### src/rtl/btn_conditioner.sv
// btn_conditioner: turns one raw push-button pin into clean, registered
// single-cycle events (press, release, auto-repeat) plus a debounced level
// and a long-press flag. Stages: polarity fix, 2-FF synchroniser, debounce
// FSM with hold/repeat timing.
module btn_conditioner #(
  parameter int DEBOUNCE_CYCLES = 1000000,
  parameter int REPEAT_DELAY    = 25000000,
  parameter int REPEAT_PERIOD   = 5000000,
  parameter bit ACTIVE_HIGH     = 1'b1
) (
  input  logic clk,
  input  logic rst_n,
  input  logic btn_in,
  input  logic enable_repeat,
  output logic btn_level,
  output logic press_pulse,
  output logic release_pulse,
  output logic repeat_pulse,
  output logic long_press
);

  // Counter width covers the largest of the three timing parameters.
  localparam int MAX_A = (DEBOUNCE_CYCLES > REPEAT_DELAY) ? DEBOUNCE_CYCLES : REPEAT_DELAY;
  localparam int MAX_P = (MAX_A > REPEAT_PERIOD) ? MAX_A : REPEAT_PERIOD;
  localparam int CW    = $clog2(MAX_P) + 1;

  localparam logic [CW-1:0] DB_LAST = CW'(DEBOUNCE_CYCLES - 1);
  localparam logic [CW-1:0] RD_LAST = CW'(REPEAT_DELAY - 1);
  localparam logic [CW-1:0] RP_LAST = CW'(REPEAT_PERIOD - 1);
  localparam logic [CW-1:0] ONE     = CW'(1);

  localparam logic [2:0] S_IDLE       = 3'd0;
  localparam logic [2:0] S_DB_PRESS   = 3'd1;
  localparam logic [2:0] S_HELD       = 3'd2;
  localparam logic [2:0] S_REPEAT     = 3'd3;
  localparam logic [2:0] S_DB_RELEASE = 3'd4;

  logic          norm_in;
  logic          sync1_q, sync2_q;
  logic [2:0]    state_q, state_d;
  logic [CW-1:0] dcnt_q, dcnt_d;
  logic [CW-1:0] hcnt_q, hcnt_d;
  logic          from_rep_q, from_rep_d;   // DB_RELEASE was entered from REPEAT
  logic          level_q, level_d;
  logic          lp_q, lp_d;
  logic          press_q, press_d;
  logic          rel_q, rel_d;
  logic          rep_q, rep_d;

  // Pressed is always 1 after this point, whatever the pin polarity.
  assign norm_in = ACTIVE_HIGH ? btn_in : ~btn_in;

  // Two-flop synchroniser; resets to the not-pressed level.
  always_ff @(posedge clk or negedge rst_n) begin
    if (!rst_n) begin
      sync1_q <= 1'b0;
      sync2_q <= 1'b0;
    end else begin
      sync1_q <= norm_in;
      sync2_q <= sync1_q;
    end
  end

  // Next-state logic: debounce both edges, then time hold and repeat.
  always_comb begin
    state_d    = state_q;
    dcnt_d     = dcnt_q;
    hcnt_d     = hcnt_q;
    from_rep_d = from_rep_q;
    level_d    = level_q;
    lp_d       = lp_q;
    press_d    = 1'b0;
    rel_d      = 1'b0;
    rep_d      = 1'b0;
    case (state_q)
      S_IDLE: begin
        if (sync2_q) begin
          state_d = S_DB_PRESS;
          dcnt_d  = '0;
        end
      end
      S_DB_PRESS: begin
        if (!sync2_q) begin
          state_d = S_IDLE;
        end else if (dcnt_q == DB_LAST) begin
          state_d = S_HELD;
          press_d = 1'b1;
          level_d = 1'b1;
          hcnt_d  = '0;
        end else begin
          dcnt_d = dcnt_q + ONE;
        end
      end
      S_HELD: begin
        if (!sync2_q) begin
          state_d    = S_DB_RELEASE;
          dcnt_d     = '0;
          from_rep_d = 1'b0;
        end else if (hcnt_q == RD_LAST) begin
          // Counter stays saturated here until repeats are allowed.
          if (enable_repeat) begin
            state_d = S_REPEAT;
            rep_d   = 1'b1;
            lp_d    = 1'b1;
            hcnt_d  = '0;
          end
        end else begin
          hcnt_d = hcnt_q + ONE;
        end
      end
      S_REPEAT: begin
        if (!sync2_q) begin
          state_d    = S_DB_RELEASE;
          dcnt_d     = '0;
          from_rep_d = 1'b1;
        end else if (hcnt_q == RP_LAST) begin
          // Cadence keeps running even when the pulse is suppressed.
          hcnt_d = '0;
          rep_d  = enable_repeat;
        end else begin
          hcnt_d = hcnt_q + ONE;
        end
      end
      S_DB_RELEASE: begin
        // hcnt is left untouched so a release glitch does not shift timing
        // beyond the cycles spent here.
        if (sync2_q) begin
          state_d = from_rep_q ? S_REPEAT : S_HELD;
        end else if (dcnt_q == DB_LAST) begin
          state_d = S_IDLE;
          rel_d   = 1'b1;
          level_d = 1'b0;
          lp_d    = 1'b0;
        end else begin
          dcnt_d = dcnt_q + ONE;
        end
      end
      default: begin
        state_d = S_IDLE;
      end
    endcase
  end

  // State, counters and registered outputs.
  always_ff @(posedge clk or negedge rst_n) begin
    if (!rst_n) begin
      state_q    <= S_IDLE;
      dcnt_q     <= '0;
      hcnt_q     <= '0;
      from_rep_q <= 1'b0;
      level_q    <= 1'b0;
      lp_q       <= 1'b0;
      press_q    <= 1'b0;
      rel_q      <= 1'b0;
      rep_q      <= 1'b0;
    end else begin
      state_q    <= state_d;
      dcnt_q     <= dcnt_d;
      hcnt_q     <= hcnt_d;
      from_rep_q <= from_rep_d;
      level_q    <= level_d;
      lp_q       <= lp_d;
      press_q    <= press_d;
      rel_q      <= rel_d;
      rep_q      <= rep_d;
    end
  end

  assign btn_level     = level_q;
  assign press_pulse   = press_q;
  assign release_pulse = rel_q;
  assign repeat_pulse  = rep_q;
  assign long_press    = lp_q;

endmodule
### config.mk
export PLATFORM = sky130hd
export DESIGN_NAME = btn_conditioner
export DESIGN_NICKNAME = d
export VERILOG_FILES = /design/src/rtl/btn_conditioner.sv
export SDC_FILE = /design/constraint.sdc
export NUM_CORES = 1
export LEC_CHECK = 0
export BUFFER_PORTS_ARGS = -buffer_cell sky130_fd_sc_hd__clkbuf_2
export CAP_MARGIN = 20
export CORE_UTILIZATION = 65
export CTS_CLUSTER_SIZE = 10
export DETAILED_ROUTE_END_ITERATION = 10
export GPL_ROUTABILITY_DRIVEN = 0
export PLACE_DENSITY = 0.81
export SYNTH_ARGS = -nofsm -noshare
export SYNTH_HDL_FRONTEND = slang
export SYNTH_SLANG_ARGS = --single-unit
### constraint.sdc
create_clock -name clk -period 4 [get_ports clk]
set_input_delay 0.4 -clock clk [delete_from_list [all_inputs] [get_ports clk]]
set_output_delay 0.4 -clock clk [all_outputs]
set_load 0.03 [all_outputs]
==> reports/metrics.csv <==
metric,value,unit
status,completed,
nets,399,
die_h,76.4,µm
cp_data_arrival_time,3.16,ns
p_sw,0.312,mW
fin_crit_sh,0.735,
dr.pass1.iters,5,
tightestPinTransition,0.776,ns
tns,0,ns
fin_crit,2.94,ns
clock_skew,0.00874,ns
timing.hold.ws,0.114,ns
synth_ff_type,dfrtp_1,
hold_class,in -> async,
grt_pass1_vias,2817,
clkTransAtPathRegs,0.07,ns
cts_tree,done,
synth.most_common_cell,dfrtp_1,
initial_core_util,0.691,
synth_area_leaders,"dfrtp_1, a2bb2oi_2, nand2_1",
core,0.00520,mm²
diodes,0,
htree_levels,3,
cts_num_sinks,63,
row_count,26,
via_count,3038,
vias_per_cell,6.49,
grt.overflow.total,0,
grt_max_degree,35,
grt_pass1_wl,13900,µm
die_w,76.4,µm
cp.required,4.22,ns
relSlewSlack,0.483,
drtIter0Drc,338,
finalMaxSlewViolations,0,
yosysWarningCount,0,
leakagePower,1.51,nW
worst_r2r_path_depth,6,
synth_nets,400,
syn_inst,394,
drc,0,
crit_path_start_kind,flop,
worstSetupPathType,reg -> reg,
clock.fmax,340,MHz
drv_cap,0,
cts_resized,0,
drive_gt1_frac,0.111,
rsz0062_at_grt,false,
crit_fanout,13,
wl_per_cell,17.0,µm
ys_types,51,
syn-cell-area,0.00359,mm²
hpwlAfterDp,5370,µm
routed_wl,7940,µm
die_area,0.00583,mm²
yosysTopAreaCellShare,0.439,
root_buffer,clkbuf_8,
netlist.top_cell.by_area,dfrtp_1,
syn2layout_area_growth,5.50,%
ctsHoldBuffers,0,
p_sw_frac,0.244,
synth.yosys.seq_area_share,0.439,
hold_viol_final,0,
postCtsSetupBuffers,0,
cts_buffer_depth,2,
ir_drop,0.300,mV
async_flop_share,1.00,
clock_latency,0.35,ns
yosys-top-cells-count,"dfrtp_1, nand2_1, nor2_1, o21ai_0, nand3_1",
fillers,390,
synth.avg_cell_area,9.12,µm²
power.share.clock,0.419,
antenna_found_initial,0,
end_kind,flop,
synth_enable_flop_cells,0,
ys_seq_elements,63,
numCtsBuffers,9,
p_per_area,338,mW/mm²
cell_internal_pwr,0.970,mW
setup_viol,0,
sequentialPowerShare,0.523,
p_comb_frac,0.058,
io-pin-count,9,
io_buffer_count,8,
ant_nets,0,
gr-usage-all-layers,0.304,
-- cell usage in the layout (no fill, tap or decap), types with 3 or more instances in the layout --
cell,n
and2_1,5
nand2_1,36
o41ai_1,6
clkbuf_8,13
and3_1,4
nor4_1,5
nor3_1,10
nand4_1,17
or3_1,11
xnor2_1,5
o22ai_1,3
xor2_1,6
dfrtp_1,63
a2bb2oi_2,9
inv_1,13
nand2b_1,7
a21oi_1,21
a31oi_1,3
o31ai_1,11
nor2_1,30
nand3_1,23
o21ai_0,26
clkbuf_2,8
or4_1,6
o21ai_1,16
-- sequential cells by signal (all words and copies together), names as in the netlist --
| signal | count |
|---|---|
| dcnt_q | 26 |
| hcnt_q | 26 |
| state_q | 3 |
| btn_level | 1 |
| from_rep_q | 1 |
| long_press | 1 |
| press_pulse | 1 |
| release_pulse | 1 |
| repeat_pulse | 1 |
| sync1_q | 1 |
| sync2_q | 1 |
-- cell families (layout without fill, tap and decap cells) --
logic type               Yosys count  in the layout  synth area share
AND/OR/NAND/NOR                  172            172             0.259
AO/OA/AOI/OAI                    111            111             0.216
XOR/XNOR                          11             11            0.0268
adder cells (fa/ha/maj)            2              2           0.00696
flip-flops                        63             63             0.439
buffers and inverters             35             39            0.0526
-- routing by layer --
metal | GRT usage | routed length (µm)
met3 | 0.0575 | 614
met2 | 0.414 | 3400
met4 | 0.148 | 182
met5 | 0 | 0
met1 | 0.462 | 3750
-- critical path, cell delays in order, from the launching register on --
cell and delay (ns):
dfrtp_1 0.48, nand4bb_1 0.28, or4_4 0.55, a2111oi_4 0.53, nand2b_1 0.68, a2bb2oi_2 0.19
o41ai_1 0.08
-- power by group through the flow --
stage,sequential (mW),combinational (mW),clock (mW)
after detailed placement,0.683,0.0745,0
after global routing,0.673,0.0834,0.566
after global placement,0.681,0.0700,0
final,0.671,0.0739,0.538
after floorplan,0.675,0.0522,0
after CTS,0.671,0.0749,0.539
-- stage by stage --
step / util / power, mW / instance area [µm²] / worst slack [ns] / instances
after global routing: 0.729 / 1.32 / 3790 / 0.886 / 468
after floorplan: - / 0.727 / 3590 / 1.65 / 394
after global placement: 0.691 / 0.751 / 3600 / 1.22 / 452
after CTS: 0.729 / 1.28 / 3790 / 1.08 / 468
after detailed placement: 0.691 / 0.757 / 3600 / 1.10 / 452
final: 0.729 / 1.28 / 3790 / 1.06 / 468
-- final cells by class --
| type | instances | area (µm²) | share of cell area |
|---|---|---|---|
| repair buffers | 10 | 55.1 | 0.0145 |
| inverters | 13 | 48.8 | 0.0129 |
| clock buffers | 14 | 183 | 0.0482 |
| multi-input cells | 296 | 1830 | 0.482 |
| flip-flops and latches | 63 | 1580 | 0.416 |
| well taps | 70 | 87.6 | 0.0231 |
| clock inverters | 2 | 12.5 | 0.00330 |
-- worst paths after layout --
check                      slack [ns]          to  startpoint
max in group asynchronous        2.96  hcnt_q[12]       rst_n
setup / recovery                 1.06  hcnt_q[14]   hcnt_q[8]
hold / removal                   0.11  hcnt_q[22]       rst_n
hold reg to reg                  0.35     sync2_q     sync1_q
setup reg to reg                 1.06  hcnt_q[14]   hcnt_q[8]
min in group clk                 0.16     sync1_q      btn_in
Note: power is estimated with default switching activity, not from simulation.
